`src/rtl/icache_pkg.sv`:
```
// ---------------------------------------------------------------------------
// icache_pkg
// Shared definitions for the direct-mapped instruction cache:
//   - FSM state encoding (2 bits)
//   - default index width and the tag width derived from it
//   - address / instruction widths
//   - tag_width(): tag width for a non-default index width
// ---------------------------------------------------------------------------
package icache_pkg;

    localparam int ADDR_W          = 32;
    localparam int INS_W           = 32;
    localparam int INDEX_W_DEFAULT = 4;
    // Word-aligned lines: two byte-offset bits sit below the index.
    localparam int TAG_W           = ADDR_W - INDEX_W_DEFAULT - 2;

    typedef enum logic [1:0] {
        ST_IDLE     = 2'd0,
        ST_WAIT_EN  = 2'd1,
        ST_WAIT_MEM = 2'd2
    } state_t;

    function automatic int tag_width(input int index_w);
        return ADDR_W - index_w - 2;
    endfunction

endpackage

```
`src/rtl/icache_array.sv`:
```
// ---------------------------------------------------------------------------
// icache_array
// Storage for the direct-mapped cache: one valid bit, one tag and one data
// word per line. Lookup is combinational (hit + data for rd_index/rd_tag);
// the write port is registered and sets the line valid.
//
// Ports
//   clk, rst          clock, synchronous active-high reset (clears valid bits)
//   rd_index, rd_tag  lookup address fields
//   rd_hit            line valid and tag matches
//   rd_data           data word of the addressed line
//   wr_en             write the line at wr_index this edge
//   wr_index, wr_tag  fill address fields
//   wr_data           fill data word
// ---------------------------------------------------------------------------
module icache_array
    import icache_pkg::*;
#(
    parameter int INDEX_W = INDEX_W_DEFAULT,
    parameter int TAG_W_P = tag_width(INDEX_W)
) (
    input  logic               clk,
    input  logic               rst,
    input  logic [INDEX_W-1:0] rd_index,
    input  logic [TAG_W_P-1:0] rd_tag,
    output logic               rd_hit,
    output logic [INS_W-1:0]   rd_data,
    input  logic               wr_en,
    input  logic [INDEX_W-1:0] wr_index,
    input  logic [TAG_W_P-1:0] wr_tag,
    input  logic [INS_W-1:0]   wr_data
);

    localparam int LINES = 1 << INDEX_W;

    logic [LINES-1:0] valid_reg;
    logic [LINES-1:0] wr_sel;
    logic [TAG_W_P-1:0] tag_mem  [LINES];
    logic [INS_W-1:0]   data_mem [LINES];

    // One-hot decode of the fill index.
    genvar gi;
    generate
        for (gi = 0; gi < LINES; gi++) begin : g_wr_sel
            assign wr_sel[gi] = wr_en && (wr_index == INDEX_W'(gi));
        end
    endgenerate

    // Valid bits are the only state that needs clearing on reset; tag and
    // data contents are meaningless while their valid bit is low.
    always_ff @(posedge clk) begin
        if (rst) begin
            valid_reg <= '0;
        end else begin
            valid_reg <= valid_reg | wr_sel;
        end
    end

    always_ff @(posedge clk) begin
        if (wr_en) begin
            tag_mem[wr_index]  <= wr_tag;
            data_mem[wr_index] <= wr_data;
        end
    end

    assign rd_data = data_mem[rd_index];
    assign rd_hit  = valid_reg[rd_index] && (tag_mem[rd_index] == rd_tag);

endmodule

```
`src/rtl/icache.sv`:
```
// ---------------------------------------------------------------------------
// icache
// Direct-mapped, one-word-per-line instruction cache between the fetch stage
// and the memory controller. Hits return in one cycle; misses issue a single
// mc_flag pulse once the controller is enabled and fill on mc_ins_rdy.
//
// Ports
//   clk, rst     clock, synchronous active-high reset
//   rdy          global enable; low freezes the cache
//   if_req       fetch request (taken only while ic_ready)
//   if_addr      fetch PC (bits [1:0] ignored for lookup)
//   if_flush     pipeline flush, cancels any outstanding response
//   ic_ready     cache idle, may accept if_req
//   ins_valid    one-cycle pulse, ins_out valid
//   ins_out      fetched instruction (holds between pulses)
//   mc_enable    controller can take a request
//   mc_flag      one-cycle instruction-read request
//   mc_addr      request address, held from the miss onward
//   mc_ins       instruction returned by the controller
//   mc_ins_rdy   one-cycle pulse, mc_ins valid
// ---------------------------------------------------------------------------
module icache
    import icache_pkg::*;
#(
    parameter int INDEX_W = INDEX_W_DEFAULT
) (
    input  logic              clk,
    input  logic              rst,
    input  logic              rdy,
    input  logic              if_req,
    input  logic [ADDR_W-1:0] if_addr,
    input  logic              if_flush,
    output logic              ic_ready,
    output logic              ins_valid,
    output logic [INS_W-1:0]  ins_out,
    input  logic              mc_enable,
    output logic              mc_flag,
    output logic [ADDR_W-1:0] mc_addr,
    input  logic [INS_W-1:0]  mc_ins,
    input  logic              mc_ins_rdy
);

    localparam int TW = tag_width(INDEX_W);

    state_t             state_reg, state_next;
    logic               drop_reg, drop_next;
    logic [ADDR_W-1:0]  mc_addr_reg, mc_addr_next;
    logic               mc_flag_reg, mc_flag_next;
    logic               ins_valid_reg, ins_valid_next;
    logic [INS_W-1:0]   ins_out_reg, ins_out_next;
    logic               fill_req;

    logic               lookup_hit;
    logic [INS_W-1:0]   lookup_data;

    icache_array #(
        .INDEX_W (INDEX_W),
        .TAG_W_P (TW)
    ) u_array (
        .clk      (clk),
        .rst      (rst),
        .rd_index (if_addr[INDEX_W+1:2]),
        .rd_tag   (if_addr[ADDR_W-1:INDEX_W+2]),
        .rd_hit   (lookup_hit),
        .rd_data  (lookup_data),
        // A reset in the same cycle as mc_ins_rdy abandons the fill.
        .wr_en    (fill_req && rdy && !rst),
        .wr_index (mc_addr_reg[INDEX_W+1:2]),
        .wr_tag   (mc_addr_reg[ADDR_W-1:INDEX_W+2]),
        .wr_data  (mc_ins)
    );

    always_comb begin
        state_next     = state_reg;
        drop_next      = drop_reg;
        mc_addr_next   = mc_addr_reg;
        mc_flag_next   = 1'b0;
        ins_valid_next = 1'b0;
        ins_out_next   = ins_out_reg;
        fill_req       = 1'b0;

        case (state_reg)
            ST_IDLE: begin
                // A flush in the same cycle discards the request entirely.
                if (if_req && !if_flush) begin
                    if (lookup_hit) begin
                        ins_valid_next = 1'b1;
                        ins_out_next   = lookup_data;
                    end else begin
                        mc_addr_next = if_addr;
                        state_next   = ST_WAIT_EN;
                    end
                end
            end

            ST_WAIT_EN: begin
                if (if_flush) begin
                    state_next = ST_IDLE;
                end else if (mc_enable) begin
                    mc_flag_next = 1'b1;
                    state_next   = ST_WAIT_MEM;
                end
            end

            ST_WAIT_MEM: begin
                // The request is already with the controller, so a flush can
                // only suppress the response; the line is still filled.
                if (mc_ins_rdy) begin
                    fill_req   = 1'b1;
                    drop_next  = 1'b0;
                    state_next = ST_IDLE;
                    if (!(drop_reg || if_flush)) begin
                        ins_valid_next = 1'b1;
                        ins_out_next   = mc_ins;
                    end
                end else if (if_flush) begin
                    drop_next = 1'b1;
                end
            end

            default: begin
                state_next = ST_IDLE;
            end
        endcase
    end

    always_ff @(posedge clk) begin
        if (rst) begin
            state_reg     <= ST_IDLE;
            drop_reg      <= 1'b0;
            mc_addr_reg   <= '0;
            mc_flag_reg   <= 1'b0;
            ins_valid_reg <= 1'b0;
            ins_out_reg   <= '0;
        end else if (rdy) begin
            state_reg     <= state_next;
            drop_reg      <= drop_next;
            mc_addr_reg   <= mc_addr_next;
            mc_flag_reg   <= mc_flag_next;
            ins_valid_reg <= ins_valid_next;
            ins_out_reg   <= ins_out_next;
        end else begin
            // Stall freezes everything except the two pulse outputs, which
            // must never stretch to a second cycle.
            mc_flag_reg   <= 1'b0;
            ins_valid_reg <= 1'b0;
        end
    end

    assign ic_ready  = (state_reg == ST_IDLE);
    assign ins_valid = ins_valid_reg;
    assign ins_out   = ins_out_reg;
    assign mc_flag   = mc_flag_reg;
    assign mc_addr   = mc_addr_reg;

endmodule

```
`config.mk`:
```
export PLATFORM = sky130hd
export DESIGN_NAME = icache
export DESIGN_NICKNAME = d
export VERILOG_FILES = /design/src/rtl/icache_pkg.sv /design/src/rtl/icache_array.sv /design/src/rtl/icache.sv
export SDC_FILE = /design/constraint.sdc
export NUM_CORES = 1
export LEC_CHECK = 0
export BUFFER_PORTS_ARGS = -buffer_cell sky130_fd_sc_hd__buf_2
export CAP_MARGIN = 20
export CELL_PAD_IN_SITES_DETAIL_PLACEMENT = 1
export CELL_PAD_IN_SITES_GLOBAL_PLACEMENT = 1
export CORE_ASPECT_RATIO = 1.1
export CORE_MARGIN = 2
export CORE_UTILIZATION = 55
export CTS_CLUSTER_DIAMETER = 40
export DETAILED_ROUTE_END_ITERATION = 6
export PLACE_DENSITY_LB_ADDON = 0.08
export SYNTH_ARGS = -nofsm -noshare
export SYNTH_HDL_FRONTEND = slang
export SYNTH_HIERARCHICAL = 1
export SYNTH_SLANG_ARGS = --single-unit
```
`constraint.sdc`:
```
create_clock -name clk -period 8.6 [get_ports clk]
set_clock_uncertainty 0.15 [all_clocks]
set_input_delay 0.86 -clock clk [delete_from_list [all_inputs] [get_ports clk]]
set_output_delay 0.86 -clock clk [all_outputs]
set_load 0.005 [all_outputs]
```
Word level (Yosys, flattened, before mapping)

Memory sizes are Yosys's and may differ from the RTL's.
Cells that the tools add are included.
Widths: inputs -> output; s select.

Bits in registers: 85
Latch bits: 0
RAM bits: 928
ROM bits: 0
Input bits: 71
Output and inout port bits: 67
Word-level logic and storage cells: 96
Memories kept: 2

Memories:

| name             | words | bits a word | rd ports | clocked after memory_dff | write ports | line               | source |
|---|---|---|---|---|---|---|---|
| u_array.data_mem | 16    | 32          | 1        | 0                        | 1           | icache_array.sv:39 | `logic [INS_W-1:0] data_mem [LINES];` |
| u_array.tag_mem  | 16    | 26          | 1        | 0                        | 1           | icache_array.sv:38 | `logic [TAG_W_P-1:0] tag_mem [LINES];` |

Add/sub/neg operators: 0
Multiply operators: 0
Div/mod/pow operators: 0
Order comparisons: 1
Equality and inequality tests: 24
Shifts and indexed selects: 0
Multiplexer cells: 25
Bitwise gates (word level): 4
Reduce and logical (&&, ||, !) cells: 33

Operators by type and width:

| cell               | number |
|---|---|
| $mux 32            | 4 |
| $pmux 32 s2        | 1 |
| $eq 4x4->1 const B | 8 |
| $eq 26x26->1       | 1 |
| $logic_and 1x1->1  | 20 |
| $eq 4x3->1 const B | 4 |
| $or 16x16->16      | 1 |
| $mux 1             | 12 |
| $mux 2             | 5 |
| $eq 4x2->1 const B | 2 |
| $ne 2x2->1 const B | 3 |
| $pmux 2 s3         | 1 |
| $reduce_and 6->1   | 1 |
| $lt 4x5->1 const B | 1 |
| $reduce_and 5->1   | 1 |
| $bmux 1 s4         | 1 |
| $eq 4x1->1 const B | 1 |
| $logic_not 4->1    | 1 |
| $ne 2x1->1 const B | 2 |
| $reduce_and 4->1   | 1 |
| $reduce_bool 2->1  | 2 |
| $reduce_or 4->1    | 1 |
| $ne 3x3->1 const B | 1 |
| $not 1->1          | 3 |
| 8 further kinds    | 9 |

Longest topological paths before layout

Gate-level depths: netlist of run 1.

Depth after elaboration: 6
Mapped depth: 17
Mapped depth without buffers: 11

By module

Netlist of run 1, hierarchy kept.

By module, submodules not included:

| module       | instances | cells an instance | area each (sq um) | sequential area each (sq um) |
|---|---|---|---|---|
| icache_array | 1         | 1525              | 36164.7           | 28187.0 |
| icache       | 1         | 320               | 3000.4            | 1381.3 |

Least setup slack after synthesis of run 1

OpenSTA, ideal clock, no wires.

Path kind: input port to flip-flop
From: in rst
To: mem u_array.data_mem[0][0] (enable)
Library setup time: 0.548 ns
Arrival: 6.090 ns
Path slack: 1.813 ns
Stages: 5
Cells stage by stage: clkbuf_1 > clkbuf_1 > nor3_1 > or3b_2 > nor3_1

Cells in the longest elaborated chain, start to end: 4

Ends and longest elaborated chain:

| what                         | line               | source |
|---|---|---|
| start, declared              | icache.sv:28       | `input logic rst,` |
| $logic_not 1->1              | icache.sv:67       | `.wr_en (fill_req && rdy && !rst),` |
| $logic_and 1x1->1            | icache.sv:67       |  |
| $mux 1                       | icache_array.sv:60 | `if (wr_en) begin` |
| $mux 1 (not written as such) | icache_array.sv:62 | `data_mem[wr_index] <= wr_data;` |
| end, declared                | icache_array.sv:39 |  |

Every way passes these cells.

Worst setup path in the final report of run 1

From: in if_addr[3]
To: reg ins_out_reg[9] (netlist: ins_out[9])

Cells in the longest elaborated chain, start to end: 5

Ends and longest elaborated chain:

| what                                        | line               | source |
|---|---|---|
| start, declared                             | icache.sv:31       | `input logic [ADDR_W-1:0] if_addr,` |
| $mem_v2 16x26 or $bmux 1 s4 (tied branches) | --                 |  |
| $eq 26x26->1 or $mux 1 (tied branches)      | icache_array.sv:67 | `assign rd_hit = valid_reg[rd_index] && (tag_mem[rd_index] == rd_tag);` |
| $logic_and 1x1->1 *                         | icache_array.sv:67 |  |
| named net lookup_hit                        | icache.sv:53       | `logic lookup_hit;` |
| $ne 2x1->1 (no source line) *               | --                 |  |
| $reduce_and 6->1 (no source line) *         | --                 |  |
| end signal, assigned                        | icache.sv:141      | `ins_out_reg <= ins_out_next;` |
| end, declared                               | icache.sv:50       | `logic [INS_W-1:0] ins_out_reg, ins_out_next;` |

The timed path passes the listed nets; every way through them passes the cells marked *. The select of a mux whose other input is x is not followed.
A chain may end at the register's enable or synchronous reset.

==> summary.md, run 1 <==
| Metric | Value |
|---|---|
| Final ANT Viol Nets | `0` |
| Setup violators final | `0` |
| Max Root-Sink Buffers | `3` |
| First-pass GRT wire length | `147,000 um` |
| Fin crit share | `69.4%` |
| Yosys top cell by area | `edfxtp_1` |
| Maximum vdd ir drop | `0.000217 V` |
| Logic pwr share | `3.7%` |
| Clock latency on the worst-skew pair | `0.72 ns` |
| Largest Register | `u_array/data_mem` |
| Max layer used | `met5` |
| Sequential power share | `47.9%` |
| Share of the synthesized area in the top cell type | `71.2%` |
| Placed Area | `41,000 um2` |
| Pin count of the biggest net entering global routing | `102` |
| Share of layout cells above drive strength 1 | `33.3%` |
| Slew Limit Fails | `0` |
| Starting Density | `55.6%` |
| Async set-or-reset flop fraction in the synthesized netlist | `0%` |
| Crit path max fanout | `101` |
| Seq/Total Area, Yosys | `75.5%` |
| Met2 wire length | `51,900 um` |
| Via density | `6.35` |
| Clock share of power | `48.4%` |
| Post-synth top cells | `edfxtp_1, mux4_2, dfxtp_1` |
| RSZ-0062 raised after global routing | `no` |
| Slew @ Worst Pin | `1.09 ns` |
| Synth unique cells | `58` |
| Status | `completed` |
| P_int | `8860 uW` |
| Max reg flops | `512` |
| Wirelength per Cell | `32.5 um` |
| WP data required | `9.01 ns` |
| IO Pins | `138` |
| Worst Reg2Reg Path Length in Cells | `11` |
| Net Sw Frac | `21.1%` |
| Sink Count | `1,013` |
| Met1 WL | `40,000 um` |
| Crit path kind | `in2reg` |
| Nets | `2,124` |
| Power Density | `248 nW/um2` |
| Row cnt | `102` |
| Antenna violations before repair | `4` |
| Design area | `45,400 um2` |
| Setup TNS Final | `0 ns` |
| Count leader, synth | `edfxtp_1` |
| Final min period | `5.97 ns` |
| Synth Net Count | `1,916` |
| Routed wl met3 | `6150 um` |
| DRT iter0 DRCs | `1,873` |
| Hold-fix buffer count after cts | `0` |
| Die ar. | `73,400 um2` |
| Critical R2R Launch | `u_array/tag_mem[5][1]` |
| CTS tree | `done` |
| # Post-CTS Setup Buffers | `0` |
| Cts repair resizes | `0` |
| Achievable frequency | `168 MHz` |
| Synth Warn # | `6` |
| Leakage power | `0.0152 uW` |
| Worst slew margin | `27.4%` |
| Overflow after GRT | `0` |
| Hold Path Origin | `if_addr[1]` |
| Syn Area/Cell | `21.2 um2` |
| Clk slew on worst S/H paths | `0.06 ns` |
| Cells after synthesis | `1,845` |
| # DRC | `0` |
| Primary FF master, synth | `edfxtp_1` |
| Die height | `284 um` |
| Number of flops mapped to enable cells by yosys | `928` |
| Cell Area, Synth | `39,200 um2` |
| Port bufs | `137` |
| Total number of vias | `19.7k` |
| DR pass1 iterations | `5` |
| Min-Delay Path Class | `in2reg` |
| GRT Total Usage | `28.2%` |
| Critical Path AT | `6.37 ns` |
| Worst setup path start | `if_addr[3]` |
| GPL Wtd Cong | `0.817` |
| H-tree levels | `4` |
| TritonCTS Buffers | `130` |
| Clk root buf | `clkbuf_16` |
| Hold Fails Final Rpt | `0` |
| Finished Layout Cells | `3,099` |
| Worst setup SP type | `primary input` |
| Area contributors post-synth | `edfxtp_1, mux4_2, dfxtp_1, mux2i_1, a211oi_2` |
| Final HPWL DP | `52,700 um` |
| Maxcap violations | `0` |
| Die width | `258 um` |
| P_sw | `2370 uW` |
| Vias in the first global route | `21.3k` |
| Biggest regs | `u_array/data_mem x512, u_array/tag_mem x416` |
| Total routed wirelength | `101,000 um` |
| Nature of the critical path endpoint | `register` |
| P&R area growth vs syn | `15.9%` |
| Placed insts | `2,856` |
| Seq cells post-synth | `1,013` |
| Hold depth | `3` |
| Core area | `70,400 um2` |
==> metal layers <==
| metal | vias up | track usage, % |
|---|---|---|
| li1 | 8120 | - |
| met5 | - | 0 |
| met1 | 10600 | 37.5 |
| met2 | 768 | 47.1 |
| met4 | 4 | 9.81 |
| met3 | 152 | 5.31 |
==> power by group through the flow <==
stage               Clock, uW  Sequential, uW  Combinational, uW
floorplan                   0            5480                264
global placement            0            5480                405
detailed placement          0            5490                416
CTS                      5520            5380                420
global route             5720            5380                443
finish                   5440            5380                415
==> cells in the final DEF (no fill, tap or decap), drive strengths merged, types with 4 or more instances in the layout <==
cell | synthesis | layout
clkbuf | 32 | 160
a21oi | 74 | 74
clkinv | 0 | 40
inv | 11 | 24
mux4 | 267 | 267
a22oi | 8 | 8
a211oi | 37 | 37
nor4 | 5 | 5
dfxtp | 85 | 85
mux2i | 74 | 74
o22ai | 4 | 4
nor3 | 7 | 7
nand2 | 82 | 82
nand3 | 6 | 6
clkinvlp | 0 | 16
o21ai | 12 | 12
nand2b | 8 | 8
edfxtp | 928 | 928
nor2 | 59 | 59
xor2 | 17 | 17
xnor2 | 13 | 13
bufinv | 0 | 12
buf | 70 | 178
==> final timing paths <==
path / to / slack (ns)
setup / recovery: ins_out[9] / 2.63
setup reg to reg: ins_out[9] / 3.47
hold reg to reg: mc_addr[1] / 0.31
hold / removal: mc_addr[1] / 0.25
==> stage by stage <==
step,hold slack [ns],util [%],power [uW],setup slack [ns]
floorplan,0.285,-,5740,1.81
global placement,0.292,58.1,5890,2.19
detailed placement,0.303,58.1,5900,1.99
CTS,0.203,64.4,11300,2.63
global route,0.242,64.4,11500,2.44
finish,0.248,64.4,11200,2.63
==> critical path, stage by stage <==
cell and delay [ns]:
buf_8 0.71, buf_4 0.61, mux4_2 0.58, mux2i_1 0.16, mux2i_1 0.12, xor2_1 0.18, a211oi_1 0.40, nand4_1 0.18
nor4_2 0.77, nand2b_1 0.23, a21oi_4 0.20, buf_4 0.42, and2_4 0.63, a211oi_2 0.16
==> logic make-up after synthesis <==
group | share of synthesized area, %
AOI/OAI and AO/OA | 2.95
xor gates and xnor gates | 0.671
buffers and inverters | 1.45
DFF | 75.5
muxes | 17.3
and+or+nand+nor | 2.15
==> area by class of cell <==
type / instances / area, um2
clock buffers: 160 / 3540
fillers: 5750 / 25100
repair buffers: 178 / 1050
diodes: 1 / 2.50
flip-flops and latches: 1013 / 29600
multi-input cells: 719 / 9150
well taps: 936 / 1170
inverters: 11 / 42.5
clock inverters: 81 / 868
Note: power is estimated with default switching activity, not from simulation.
==> run 2, diff against run 1 <==
ABC_AREA = 1   (was unset)
CORE_UTILIZATION = 50   (was 55)
clock period = 5.7 ns   (was 8.6 ns; I/O delays follow)
==> summary.md, run 2 <==
| Metric | Value |
|---|---|
| P_int | `13,500 uW (+53%)` |
| Biggest regs | `u_array/data_mem x512, u_array/tag_mem x416` |
| Tot Pwr | `17,600 uW (+56%)` |
| Commonest non-fill, non-tap cell in the layout | `edfxtp_1` |
| Overflow after GRT | `0 (unchanged)` |
| IO Pins | `138 (unchanged)` |
| Max reg flops | `512 (unchanged)` |
| Die ar. | `84,800 um2 (+16%)` |
| Final HPWL DP | `66,300 um (+26%)` |
| Crit path max fanout | `159 (+57%)` |
| Row cnt | `110 (+7.8%)` |
| Final ANT Viol Nets | `0 (unchanged)` |
| Setup TNS Final | `0 ns (unchanged)` |
| Wirelength per Cell | `26.3 um (-19%)` |
| CTS tree | `done` |
| Worst setup SP type | `primary input` |
| Seq/Total Area, Yosys | `71.7% (-3.8 points)` |
| Pin count of the biggest net entering global routing | `216 (+110%)` |
| Hold Path Origin | `if_addr[17]` |
| Post-route setup slack | `1.38 ns (-1.25 ns)` |
| First-pass GRT wire length | `194,000 um (+32%)` |
| # DRC | `0 (unchanged)` |
| Placed insts | `4,633 (+62%)` |
| Final hold slack | `0.0480 ns (-0.200 ns)` |
| Worst flop-to-flop path endpoint | `ins_out[16]` |
| P_sw | `4030 uW (+70%)` |
| Critical Path AT | `4.77 ns (-1.60 ns)` |
| Core area | `81,800 um2 (+16%)` |
| Seq cells post-synth | `1,013 (unchanged)` |
| Synth Warn # | `6 (unchanged)` |
| Count leader, synth | `edfxtp_1` |
| Nets | `3,804 (+79%)` |
| Yosys top cell by area | `edfxtp_1` |
| Worst Reg2Reg Path Length in Cells | `21 (+10)` |
| Clk root buf | `clkbuf_16` |
| Nature of the critical path endpoint | `register` |
| Fin crit share | `75.8%` |
| Port bufs | `137 (unchanged)` |
| Async set-or-reset flop fraction in the synthesized netlist | `0% (unchanged)` |
| Setup violators final | `0 (unchanged)` |
| DRT iter0 DRCs | `2,690 (+44%)` |
| Clk slew on worst S/H paths | `0.05 ns (about the same)` |
| Hold Fails Final Rpt | `0 (unchanged)` |
| Sequential power share | `46.7% (-1.2 points)` |
| Vias in the first global route | `31.1k (+46%)` |
| H-tree levels | `4 (unchanged)` |
| Share of layout cells above drive strength 1 | `11.9% (-21 points)` |
| Antenna violations before repair | `9 (+5)` |
| GPL Wtd Cong | `0.780 (-4.6%)` |
| Hold depth | `3 (unchanged)` |
| Crit path kind | `in2reg` |
| GRT Total Usage | `30.7% (+2.5 points)` |
| Primary FF master, synth | `edfxtp_1` |
| P&R area growth vs syn | `15.6%` |
| Slew Limit Fails | `0 (unchanged)` |
| Critical R2R Launch | `u_array/tag_mem[10][9]` |
| Starting Density | `50.5% (-5.1 points)` |
| Final min period | `4.32 ns` |
| Leakage power | `0.0176 uW (+16%)` |
| Status | `completed` |
| Achievable frequency | `232 MHz` |
| Synth Net Count | `3,666 (+91%)` |
| Cell Area, Synth | `41,200 um2 (+5.3%)` |
| Die height | `305 um (+7.5%)` |
| Worst slew margin | `24.3% (-3.1 points)` |
| Area contributors post-synth | `edfxtp_1, nand2_1, nor2_1, dfxtp_1, o21ai_0` |
| Synth unique cells | `28 (-52%)` |
| RSZ-0062 raised after global routing | `no` |
| Number of flops mapped to enable cells by yosys | `928 (unchanged)` |
| Largest Register | `u_array/data_mem` |
| Pre-CTS WS | `0.773 ns (-1.22 ns)` |
| Post-synth top cells | `edfxtp_1, nand2_1, nor2_1` |
| Sink Count | `1,013 (unchanged)` |
| Maxcap violations | `0 (unchanged)` |
| Power Density | `368 nW/um2 (+49%)` |
| Worst Hold End | `mc_addr[17]` |
| Max Root-Sink Buffers | `3 (unchanged)` |
| WP data required | `6.16 ns (-2.85 ns)` |
| Via density | `5.95 (-6.4%)` |
| Clock latency on the worst-skew pair | `0.73 ns (about the same)` |
| Share of the synthesized area in the top cell type | `67.6% (-3.6 points)` |
| Min-Delay Path Class | `in2reg` |
| Flop2flop setup slack | `2.18 ns (-1.29 ns)` |
| Total routed wirelength | `129,000 um (+28%)` |
| Net Sw Frac | `23.0% (+1.8 points)` |
| Commonest cells after routing, fill and taps aside | `edfxtp_1, nand2_1, nor2_1, o21ai_0, nand3_1` |
| Slew @ Worst Pin | `1.14 ns (+0.0468 ns)` |
| Logic pwr share | `5.6% (+1.9 points)` |
| Die width | `278 um (+7.5%)` |
| Finished Layout Cells | `4,914 (+59%)` |
| Syn Area/Cell | `11.5 um2 (-46%)` |
| Clock share of power | `47.7% (-0.7 points)` |
| Maximum vdd ir drop | `0.000299 V (+38%)` |
| Cells after synthesis | `3,595 (+95%)` |
| # Post-CTS Setup Buffers | `0 (unchanged)` |
| TritonCTS Buffers | `136 (+4.6%)` |
| Total number of vias | `29.2k (+48%)` |
| DR pass1 iterations | `5 (unchanged)` |
run 2: cell count changes in the layout (fill, tap and decap cells not counted), moves of 46 or more:
cell      before  now
nor2_1        47  523
nand3_1        6  280
nand2_1       82  769
mux2i_1       74    0
a21oi_1       73   10
o211ai_1       0   46
inv_1          9  181
mux4_2       266    0
o21ai_0       12  312
o221ai_1       0   99
run 2: cells by family after synthesis:
kind of cell	count (synthesis)	share of synthesized area, %
flops	1013	71.7
simple gates	1644	16.2
compound gates	521	7.62
buf+inv	417	4.46
run 2: power by group through the flow:
stage               Combinational (uW)  Clock [uW]  Sequential, uW
CTS                                989        8490            8200
global route                      1090        8760            8210
detailed placement                 963           0            8360
global placement                   921           0            8350
finish                             991        8370            8200
floorplan                          583           0            8330
run 2: metal layers:
layer  GRT usage (%)  share of wire, %
met5               0             0.049
met4            11.7               3.1
met3            5.12               6.5
met2            52.5                50
met1            39.3                40
run 2: layout make-up:
cell class / instances / area (um2)
clock inverters: 83 / 790
inverters: 191 / 741
flip-flops and latches: 1013 / 29600
well taps: 1064 / 1330
multi-input cells: 2165 / 9970
fillers: 8353 / 34100
clock buffers: 169 / 3710
diodes: 3 / 7.51
repair buffers: 226 / 1580
run 2: worst max-delay path by stage:
stage                    start                     end  slack [ns]  depth (start not counted)
floorplan                  rst  u_array/data_mem[4][0]        1.16                          8
global placement    if_addr[2]            state_reg[0]        0.84                         19
detailed placement  if_addr[2]              mc_addr[7]        0.77                         20
CTS                 if_addr[2]             ins_out[16]        1.53                         22
global route        if_addr[2]             ins_out[18]        1.15                         22
finish              if_addr[3]             ins_out[16]        1.38                         21
run 2: timing repair:
| item | CTS | global route |
|---|---|---|
| gates resized for setup | 0 | 0 |
| endpoints found under the hold margin | 26 | 0 |
| hold buffers | 26 | 0 |
run 2: metrics by stage:
step | utilization, % | cell area (um2)
finish | 58.3 | 47700
global route | 58.3 | 47700
CTS | 58.3 | 47700
global placement | 52.5 | 42900
floorplan | - | 41200
detailed placement | 52.5 | 42900
run 2: worst max-delay path: stages:
cell and delay, ns:
buf_6 0.16, inv_8 0.71, buf_4 0.38, nand3_1 0.13
nand3_1 0.10, nand3_1 0.14, nand3_1 0.31, nand2_1 0.12
nor2_1 0.13, nand2_1 0.07, nor2_1 0.21, nand2_1 0.16
nor2_1 0.17, inv_1 0.07, nand2_1 0.13, nand2_1 0.08
nor2_2 0.11, buf_4 0.46, nand3b_1 0.18, nand2_1 0.10
nor2_1 0.05
